### src/rtl/ro_freq_counter.sv
// rtl/ro_freq_counter.sv - gated rising-edge counter for a ring-oscillator tap
//
// Ports:
//   wb_clk_i    in   system clock, the only clock in the block
//   wb_rst_i    in   synchronous active-high reset
//   ro_in       in   ring-oscillator output, asynchronous to wb_clk_i
//   start_i     in   one-cycle measurement request (honoured in IDLE or DONE)
//   gate_sel_i  in   window select, W = 2^(GATE_LOG2 + 2*sel), latched on start
//   ack_i       in   releases a held result (DONE -> IDLE)
//   busy_o      out  measurement in progress (ARM or COUNT)
//   done_o      out  result held (DONE)
//   count_o     out  rising-edge count of the last completed measurement
//   ovf_o       out  edge counter saturated during the last measurement
module ro_freq_counter #(
  parameter int CNT_W       = 16,
  parameter int GATE_LOG2   = 8,
  parameter int SYNC_STAGES = 2
) (
  input  logic             wb_clk_i,
  input  logic             wb_rst_i,
  input  logic             ro_in,
  input  logic             start_i,
  input  logic [1:0]       gate_sel_i,
  input  logic             ack_i,
  output logic             busy_o,
  output logic             done_o,
  output logic [CNT_W-1:0] count_o,
  output logic             ovf_o
);

  // Sized for sel=3 so W-1 always fits without wrapping.
  localparam int WIN_W = GATE_LOG2 + 7;
  localparam int ARM_W = $clog2(SYNC_STAGES + 1);

  typedef enum logic [1:0] {
    S_IDLE  = 2'd0,
    S_ARM   = 2'd1,
    S_COUNT = 2'd2,
    S_DONE  = 2'd3
  } state_t;

  state_t state_q, state_d;
  logic   accept;

  logic [SYNC_STAGES-1:0] sync_q;
  logic                   hist_q;
  logic                   rise;

  logic [1:0]       gate_sel_q;
  logic [ARM_W-1:0] arm_cnt;
  logic [WIN_W-1:0] win_cnt;
  logic [WIN_W-1:0] win_load;
  logic [CNT_W-1:0] edge_cnt;
  logic [CNT_W-1:0] edge_nxt;
  logic             ovf_acc;
  logic             ovf_nxt;

  // Synchronizer chain plus one history flop for edge detection.
  always_ff @(posedge wb_clk_i) begin
    if (wb_rst_i) begin
      sync_q <= '0;
      hist_q <= 1'b0;
    end else begin
      sync_q <= {sync_q[SYNC_STAGES-2:0], ro_in};
      hist_q <= sync_q[SYNC_STAGES-1];
    end
  end

  assign rise = sync_q[SYNC_STAGES-1] & ~hist_q;

  always_comb begin
    win_load = (WIN_W'(1) << (GATE_LOG2 + 2 * int'(gate_sel_q))) - WIN_W'(1);
  end

  // Saturating increment; ovf records an edge that arrived while already at max.
  always_comb begin
    edge_nxt = edge_cnt;
    ovf_nxt  = ovf_acc;
    if (rise) begin
      if (edge_cnt == {CNT_W{1'b1}}) begin
        ovf_nxt = 1'b1;
      end else begin
        edge_nxt = edge_cnt + CNT_W'(1);
      end
    end
  end

  // State register; busy/done are flopped from the next state so they are
  // pure register outputs.
  always_ff @(posedge wb_clk_i) begin
    if (wb_rst_i) begin
      state_q <= S_IDLE;
      busy_o  <= 1'b0;
      done_o  <= 1'b0;
    end else begin
      state_q <= state_d;
      busy_o  <= (state_d == S_ARM) || (state_d == S_COUNT);
      done_o  <= (state_d == S_DONE);
    end
  end

  always_comb begin
    state_d = state_q;
    accept  = 1'b0;
    unique case (state_q)
      S_IDLE: begin
        if (start_i) begin
          state_d = S_ARM;
          accept  = 1'b1;
        end
      end
      S_ARM: begin
        if (arm_cnt == '0) state_d = S_COUNT;
      end
      S_COUNT: begin
        if (win_cnt == '0) state_d = S_DONE;
      end
      S_DONE: begin
        // start doubles as acknowledge + restart.
        if (start_i) begin
          state_d = S_ARM;
          accept  = 1'b1;
        end else if (ack_i) begin
          state_d = S_IDLE;
        end
      end
      default: state_d = S_IDLE;
    endcase
  end

  always_ff @(posedge wb_clk_i) begin
    if (wb_rst_i) begin
      gate_sel_q <= 2'd0;
      arm_cnt    <= '0;
      win_cnt    <= '0;
      edge_cnt   <= '0;
      ovf_acc    <= 1'b0;
      count_o    <= '0;
      ovf_o      <= 1'b0;
    end else if (accept) begin
      gate_sel_q <= gate_sel_i;
      arm_cnt    <= ARM_W'(SYNC_STAGES);
      edge_cnt   <= '0;
      ovf_acc    <= 1'b0;
    end else if (state_q == S_ARM) begin
      // ARM spans SYNC_STAGES+1 cycles so pre-start synchronizer contents
      // can never produce a counted edge.
      if (arm_cnt != '0) begin
        arm_cnt <= arm_cnt - ARM_W'(1);
      end else begin
        win_cnt <= win_load;
      end
    end else if (state_q == S_COUNT) begin
      edge_cnt <= edge_nxt;
      ovf_acc  <= ovf_nxt;
      if (win_cnt != '0) begin
        win_cnt <= win_cnt - WIN_W'(1);
      end else begin
        // Last window cycle: an edge in this cycle is included.
        count_o <= edge_nxt;
        ovf_o   <= ovf_nxt;
      end
    end
  end

endmodule

### config.mk
export PLATFORM = sky130hd
export DESIGN_NAME = ro_freq_counter
export DESIGN_NICKNAME = d
export VERILOG_FILES = /design/src/rtl/ro_freq_counter.sv
export SDC_FILE = /design/constraint.sdc
export NUM_CORES = 1
export LEC_CHECK = 0
export ABC_AREA = 1
export ABC_CLOCK_PERIOD_IN_PS = 4190
export CAP_MARGIN = 20
export CORE_ASPECT_RATIO = 1.4
export CORE_MARGIN = 2
export CORE_UTILIZATION = 35
export CTS_BUF_LIST = sky130_fd_sc_hd__clkbuf_8
export CTS_CLUSTER_SIZE = 24
export DETAILED_ROUTE_END_ITERATION = 16
export DONT_BUFFER_PORTS = 1
export SETUP_SLACK_MARGIN = 0.02
export SLEW_MARGIN = 40
export SYNTH_ARGS = -nofsm -noshare
export SYNTH_HDL_FRONTEND = slang
export SYNTH_SLANG_ARGS = --single-unit
### constraint.sdc
create_clock -name wb_clk_i -period 4.19 [get_ports wb_clk_i]
set_clock_uncertainty 0.15 [all_clocks]
set_input_delay 0.838 -clock wb_clk_i [delete_from_list [all_inputs] [get_ports wb_clk_i]]
set_output_delay 0.838 -clock wb_clk_i [all_outputs]
set_load 0.03 [all_outputs]
==> results of run 1 <==
==> where the power goes <==
part	switching, uW	internal (uW)	leakage, uW	total (uW)
combinational	680	349	0.00118	1030
sequential	174	691	0.000489	866
clock	258	337	0.000110	595
==> placed cells by master, fill, tap and decap left out <==
cell / synthesis / final
a211oi_1: 1 / 1
a21oi_1: 30 / 30
buf_4: 0 / 1
bufinv_16: 0 / 2
clkbuf_8: 0 / 9
clkinv_2: 0 / 1
clkinv_4: 0 / 2
clkinvlp_4: 0 / 1
dfxtp_1: 60 / 60
ha_1: 10 / 10
inv_1: 83 / 83
inv_2: 2 / 2
inv_6: 0 / 1
nand2_1: 138 / 138
nand2_2: 2 / 2
nand2_4: 1 / 1
nand3_1: 58 / 58
nand3_2: 1 / 1
nand3_4: 1 / 1
nand3b_1: 1 / 1
nand4_1: 7 / 7
nor2_1: 90 / 90
nor2_2: 17 / 17
nor2_4: 1 / 1
nor2_8: 1 / 1
nor3_1: 2 / 2
o21ai_0: 25 / 25
o21ai_1: 10 / 10
or2_2: 5 / 5
xor2_1: 3 / 3
==> cell families after synthesis <==
group                    after synthesis  share of synthesized area
AO/OA/AOI/OAI                         66                     0.0943
XOR/XNOR                               3                    0.00745
adder cells (fa/ha/maj)               10                     0.0355
buffers and inverters                101                      0.118
flip-flops                            60                      0.340
AND/OR/NAND/NOR                      325                      0.405
==> per-layer routing <==
metal,up-vias,track usage,wire length (um)
met5,-,0,0
met4,0,0.0843,165
li1,1752,-,-
met3,11,0.0370,204
met2,30,0.306,4610
met1,1537,0.186,3710
==> worst max-delay path, delay by kind of cell, from the launching register on <==
family	cells	cell delay [ps]
fa+ha+maj	1	280
simple gates	6	880
buf+inv	3	810
flops	1	400
==> how the worst max path moves through the flow <==
stage,to,slack (ps)
after detailed placement,win_cnt[8],1590
after CTS,win_cnt[8],1570
after global routing,win_cnt[8],1350
after floorplan,edge_cnt[12],2150
after global placement,win_cnt[8],1720
final,win_cnt[8],1570
==> synth_stat cells (all sizes together), types with 2 or more instances <==
cell type,n,area [um^2]
nor3,2,10.0
o21ai,35,175
nand4,7,43.8
dfxtp,60,1200
nor2,109,475
xor2,3,26.3
ha,10,125
or2,5,31.3
nand3,60,318
nand2,141,542
buf,11,77.6
inv,85,319
a21oi,30,150
clkbuf,5,18.8
==> stage by stage <==
stage                util  hold slack (ps)  std cells  total power, uW  worst slack [ps]
finish              0.389              263        701             2490              1570
floorplan               -              238        565             1710              2150
global placement    0.367              260        685             1880              1720
CTS                 0.389              269        701             2510              1570
global route        0.389              295        701             2700              1350
detailed placement  0.367              258        685             1910              1590
==> cell type report <==
type,instances,share of cell area
inverter,85,0.0833
tap,135,0.0441
timing repair buffer,1,0.00196
multi-input combinational,404,0.499
clock inverter,7,0.0258
clock buffer,9,0.0323
sequential,60,0.314
==> registers in the layout (all words and copies together), names as in the netlist <==
| signal | count |
|---|---|
| count_o | 16 |
| edge_cnt | 16 |
| win_cnt | 15 |
| arm_cnt | 2 |
| gate_sel_q | 2 |
| state_q | 2 |
| sync_q | 2 |
| busy_o | 1 |
| done_o | 1 |
| hist_q | 1 |
| ovf_acc | 1 |
| ovf_o | 1 |
==> flow_summary.ini, run 1 <==
[critical_path]
crit_fanout = 20
crit_chain = inv_1 > ha_1 > inv_1 > nor2_1 > nor2_2 > nand2_4 > inv_2 > nand2_1 > nor2_1 > nor2_1
cp.required_ps = 4290
cp.arrival_ps = 2710
rrSetupSlack_ps = 1570
crit_top_cell = nor2_1
criticalPathCategory = reg2reg
end_kind = flop
cpPeakStageDelay_ps = 500
r2r_end = win_cnt[8]
regToRegStartpoint = state_q[1]
critPathLaunch = state_q[1]
slowest_stage = inv_1
worst_r2r_path_depth = 10
start_kind = flop

[cells_and_area]
drive_gt1_frac = 0.0848
area_growth_pct = 8.58
multi_input_area_um2 = 1910
n_fill_cell = 1062
antenna_cells = 0
fin_nets = 578
final_cell_area_um2 = 3830
area.sequential_um2 = 1200

[power_and_ir_drop]
power.density_nw_per_um2 = 650
irDropWorstVdd_v = 0.000162
p_leak_uw = 0.00178

[global_routing]
antenna_found_initial = 0
grt_pass1_wl_um = 14400
grt_usage = 0.171
grt-ovfl-total = 0
grt_max_degree = 28
grt_pass1_vias = 3110

[detailed_routing]
drtIter0Drc = 107
drtPass1Iterations = 4
ant_nets = 0
drt_wl_total_um = 8690
drc = 0
vias = 3330
wl_per_cell_um = 12.4
vias_per_cell = 4.75

[clock_network]
cts_sinks = 60
cts_tree = yes
cts-hold-fix-buffers = 0
cts_setup_buffers = 0
cts_resized = 0
clock_latency_ps = 350
clock_path_buffers = 2
cts_buffers = 9
clk_pin_slew_ps = 80
clock-root-buffer = clkbuf_8
htreeDepth = 3

[yosys]
syn_nets = 582
async_flop_share = 0
synth_edf_count = 0
synth_cell_types = 28
ys_ff_latch = 60
mappedNetlistArea_um2 = 3530
yosys_warnings = 0
synth.avg_cell_area_um2 = 6.24
ys_seq_area_frac = 0.340
syn_inst = 565
ys.flop_type = dfxtp_1

[floorplan]
ios = 26
rows = 43
die-area_um2 = 10900
initial_core_util = 0.358
die_w_um = 88.9
die_h_um = 123
core-area_um2 = 9850

[run]
cap_violations = 0

[place]
place_congestion = 0.921
dp_hpwl_um = 6320
io_buffers = 0
place_area_um2 = 3610

[timing]
slew_violations = 0
min_period_over_period = 0.625
hold_viol = 0
slew-limit-headroom = 0.563
worstMarginPinSlew_ps = 655
setup_viol = 0
maxClockFrequency_mhz = 382
setup_tns_ps = 0
rsz0062_at_grt = false
min_period_ps = 2620

[worst_hold_path]
min_to = sync_q[1]
worstHoldPathType = reg2reg
worstHoldStart = sync_q[0]
hold_depth = 2

[run_status]
status = complete, no violations
Note: power is estimated with default switching activity, not from simulation.
==> inputs of run 2 (changes only) <==
--- a/config.mk
+++ b/config.mk
@@ -6,7 +6,7 @@
 export NUM_CORES = 1
 export LEC_CHECK = 0
 export ABC_AREA = 1
-export ABC_CLOCK_PERIOD_IN_PS = 4190
+export ABC_CLOCK_PERIOD_IN_PS = 2400
 export CAP_MARGIN = 20
 export CORE_ASPECT_RATIO = 1.4
 export CORE_MARGIN = 2
==> constraint.sdc (replaced) <==
create_clock -name wb_clk_i -period 2.4 [get_ports wb_clk_i]
set_clock_uncertainty 0.15 [all_clocks]
set_input_delay 0.48 -clock wb_clk_i [delete_from_list [all_inputs] [get_ports wb_clk_i]]
set_output_delay 0.48 -clock wb_clk_i [all_outputs]
set_load 0.03 [all_outputs]
==> flow_summary.ini, run 2 (synthesized netlist as in run 1, its figures left out) <==
[critical_path]
slowest_stage = nand4_1
crit_family = simple AND/OR/NAND/NOR gates
critPathLaunch = state_q[1]
start_kind = flop
worst_r2r_path_depth = 7
crit_chain = inv_1 > ha_1 > inv_1 > buf_4 > nand4_1 > nor2_1 > nor2_1
cp.required_ps = 2480
crit_buf_inv = 3
rrSetupSlack_ps = 220
cpPeakStageDelay_ps = 400
cp.arrival_ps = 2260
regToRegStartpoint = state_q[1]
worst-path-stages = 7
end_kind = flop
crit_fanout = 11
endpoint = count_o[3]
criticalPathCategory = reg2reg
r2r_end = count_o[3]

[power_and_ir_drop]
p_sw_uw = 1920
power_frac_comb = 0.423
switching_share = 0.440
clkPwrFrac = 0.232
p_leak_uw = 0.00180
power.density_nw_per_um2 = 1130
intPower_uw = 2440
irDropWorstVdd_v = 0.000296
seq_power_share = 0.345

[run]
cap_violations = 0

[detailed_routing]
vias_per_cell = 4.82
ant_nets = 0
vias = 3397
drtIter0Drc = 131
wl_per_cell_um = 12.3
drt_wl_total_um = 8670
drtPass1Iterations = 4
drc = 0

[global_routing]
grt_usage = 0.174
grt-ovfl-total = 0
antenna_found_initial = 0
grt_pass1_vias = 3157
grt_pass1_wl_um = 14500
grt_max_degree = 28

[cells_and_area]
area_growth_pct = 9.68
antenna_cells = 0
stdcell_count = 705
final_common_cell = nand2_1
postLayoutCoreUtil = 0.393
n_fill_cell = 1097
drive_gt1_frac = 0.0930
reg.largest.list = count_o x16, edge_cnt x16, win_cnt x15
final_cell_mix = nand2_1 (138), nor2_1 (90), inv_1 (83)
fin_nets = 582

[clock_network]
clock_path_buffers = 2
clk_pin_slew_ps = 80
cts-hold-fix-buffers = 0
htreeDepth = 3
cts_sinks = 60
cts_buffers = 9
clock-root-buffer = clkbuf_8
cts_tree = yes
clock_latency_ps = 350

[timing]
rsz0062_at_grt = false
worstMarginPinSlew_ps = 594
holdWs_ps = 52.6
maxClockFrequency_mhz = 460
setup_tns_ps = 0
slew-limit-headroom = 0.604
min_period_over_period = 0.907
hold_viol = 0
min_period_ps = 2180
timing.final.ws_setup_ps = 224
slew_violations = 0
setup_viol = 0

[place]
io_buffers = 0
place_congestion = 0.879
dp_cells = 689
dp_hpwl_um = 6370
place_ws_ps = 181

[floorplan]
rows = 43
core-area_um2 = 9850
die_h_um = 123
initial_core_util = 0.358
ios = 26
die-area_um2 = 10900
die_w_um = 88.9

[run_status]
status = complete, no violations

[worst_hold_path]
worstHoldPathType = in2reg
-- run 2: power groups by stage --
stage | Combinational (uW) | Sequential, uW | Clock [uW]
CTS | 1850 | 1510 | 1040
floorplan | 1520 | 1470 | 0
detailed placement | 1840 | 1530 | 0
finish | 1850 | 1510 | 1010
global placement | 1790 | 1530 | 0
global route | 2130 | 1540 | 1100
-- run 2: layout make-up --
cell class | instances | area [um^2] | share of cell area
tap | 135 | 169 | 0.0436
multi-input combinational | 404 | 1920 | 0.497
timing repair buffer | 5 | 37.5 | 0.00970
clock buffer | 13 | 179 | 0.0462
clock inverter | 3 | 42.5 | 0.0110
sequential | 60 | 1200 | 0.310
inverter | 85 | 319 | 0.0824
-- run 2: how the worst min path moves through the flow --
stage,start,endpoint,slack [ps],cells past startpoint
3_5_place_dp,sync_q[0],sync_q[1],250,2
6_report,wb_rst_i,win_cnt[6],50,1
5_1_grt,wb_rst_i,win_cnt[1],30,1
4_1_cts,wb_rst_i,win_cnt[6],30,1
3_3_place_gp,sync_q[0],sync_q[1],260,2
2_1_floorplan,sync_q[0],sync_q[1],240,2
-- run 2: per-layer routing --
| metal | vias up | share of wire | track usage |
|---|---|---|---|
| li1 | 1760 | - | - |
| met1 | 1571 | 0.42 | 0.192 |
| met2 | 49 | 0.52 | 0.298 |
| met3 | 17 | 0.034 | 0.0430 |
| met4 | 0 | 0.024 | 0.0966 |
| met5 | - | 0 | 0 |
-- run 2: stage by stage --
step                      cell area (um^2)  total power, uW
after CTS                             3860             4400
after floorplan                       3530             2980
after detailed placement              3640             3370
after global routing                  3870             4770
final                                 3870             4370
after global placement                3640             3320
-- run 2: worst register-to-register path, stage by stage (launching register included) --
cell and delay (ps):
dfxtp_1 390, inv_1 100, ha_1 290, inv_1 180, buf_4 210, nand4_1 400
nor2_1 280, nor2_1 60
-- run 2: timing repair --
| item | CTS | global route |
|---|---|---|
| gates resized for setup | 0 | 2 |
| setup endpoints to repair | 0 | 12 |
| setup buffers | 0 | 0 |
==> inputs of run 3 (changes only) <==
--- a/config.mk
+++ b/config.mk
@@ -15,6 +15,7 @@
 export CTS_CLUSTER_SIZE = 24
 export DETAILED_ROUTE_END_ITERATION = 16
 export DONT_BUFFER_PORTS = 1
+export PLACE_DENSITY = 0.63
 export SETUP_SLACK_MARGIN = 0.02
 export SLEW_MARGIN = 40
 export SYNTH_ARGS = -nofsm -noshare
==> flow_summary.ini, run 3 (synthesized netlist as in run 1, its figures left out) <==
[timing]
min_period_ps = 2140
maxClockFrequency_mhz = 468
setup_tns_ps = 0
slew-limit-headroom = 0.597
setup_viol = 0
worstMarginPinSlew_ps = 604
rsz0062_at_grt = false
min_period_over_period = 0.891
hold_viol = 0
slew_violations = 0

[power_and_ir_drop]
clkPwrFrac = 0.227
intPower_uw = 2400
power_frac_comb = 0.422
p_leak_uw = 0.00179
switching_share = 0.442
irDropWorstVdd_v = 0.000331
p_total_uw = 4300
seq_power_share = 0.351
power.density_nw_per_um2 = 1120
p_sw_uw = 1900

[clock_network]
clock-root-buffer = clkbuf_8
clock_latency_ps = 350
htreeDepth = 3
cts_buffers = 9
cts_setup_buffers = 0
cts_sinks = 60
cts_tree = yes
clk_pin_slew_ps = 70
clock_path_buffers = 2

[floorplan]
die-area_um2 = 10900
die_h_um = 123
rows = 43
initial_core_util = 0.358
core-area_um2 = 9850
die_w_um = 88.9
ios = 26

[detailed_routing]
drtIter0Drc = 140
vias = 3350
ant_nets = 0
drc = 0
vias_per_cell = 4.76
drt_wl_total_um = 8520
wl_per_cell_um = 12.1
drtPass1Iterations = 4

[cells_and_area]
stdcell_count = 704
final_cell_area_um2 = 3850
antenna_cells = 0
drive_gt1_frac = 0.0896
reg.largest.list = count_o x16, edge_cnt x16, win_cnt x15
area_growth_pct = 9.08
final_common_cell = nand2_1
fin_nets = 581
final_cell_mix = nand2_1 (138), nor2_1 (90), inv_1 (84)

[global_routing]
grt_usage = 0.168
antenna_found_initial = 0
grt_pass1_wl_um = 14300
grt_pass1_vias = 3156
grt_max_degree = 28
grt-ovfl-total = 0

[critical_path]
r2r_end = win_cnt[9]
crit_top_cell = nor2_1
rrSetupSlack_ps = 260
crit_buf_inv = 3
crit_fanout = 13
crit_chain = inv_1 > ha_1 > inv_1 > nor2_1 > nor2_2 > nand2_4 > inv_2 > nand2_1 > nor2_1 > nor2_1
worst_r2r_path_depth = 10
cp.required_ps = 2500
end_kind = flop
regToRegStartpoint = state_q[1]
cp.arrival_ps = 2240
criticalPathCategory = reg2reg
start_kind = flop
slowest_stage = dfxtp_1
cpPeakStageDelay_ps = 400
crit_family = simple AND/OR/NAND/NOR gates

[worst_hold_path]
worstHoldPathType = in2reg
hold_depth = 1
min_to = win_cnt[6]
worstHoldStart = wb_rst_i

[place]
place_area_um2 = 3630
io_buffers = 0
dp_hpwl_um = 6170
place_congestion = 0.926
dp_cells = 688

[run]
cap_violations = 0

[run_status]
status = complete, no violations
==> run 3: layer usage <==
| metal | vias up | global-route usage | part of all wire |
|---|---|---|---|
| li1 | 1765 | - | - |
| met2 | 55 | 0.313 | 0.54 |
| met5 | - | 0 | 0 |
| met4 | 0 | 0.0720 | 0.019 |
| met1 | 1518 | 0.173 | 0.40 |
| met3 | 12 | 0.0444 | 0.046 |
==> run 3: how the worst max path moves through the flow <==
stage	from	to	slack, ps	cells after the start
2_1_floorplan	state_q[1]	win_cnt[0]	540	11
6_report	state_q[1]	win_cnt[9]	260	10
3_3_place_gp	edge_cnt[0]	count_o[0]	270	10
3_5_place_dp	edge_cnt[0]	count_o[0]	260	10
5_1_grt	edge_cnt[0]	edge_cnt[13]	110	9
4_1_cts	edge_cnt[0]	count_o[0]	220	10
==> run 3: layout make-up <==
class / instances / area (um^2)
clock buffer: 12 / 165
clock inverter: 4 / 47.5
fill: 1054 / 6000
inverter: 85 / 319
multi-input combinational: 404 / 1920
sequential: 60 / 1200
tap: 135 / 169
timing repair buffer: 4 / 30.0
==> run 3: power by group through the flow <==
stage          sequential, uW  combinational [uW]  clock [uW]
3_5_place_dp             1530                1820           0
6_report                 1510                1810         977
2_1_floorplan            1470                1520           0
3_3_place_gp             1530                1780           0
4_1_cts                  1510                1830        1000
5_1_grt                  1540                2080        1040
==> run 3: what timing repair did <==
action	in CTS	in global routing
endpoints found under the setup margin	0	3
hold buffers	0	0
gates resized for setup	0	1
==> run 3: metrics by stage <==
stage | hold slack (ps) | setup slack (ps) | util
6_report | 57.0 | 261 | 0.391
5_1_grt | 31.0 | 110 | 0.391
4_1_cts | 32.3 | 223 | 0.390
3_5_place_dp | 249 | 261 | 0.369
3_3_place_gp | 249 | 269 | 0.369
2_1_floorplan | 238 | 542 | -
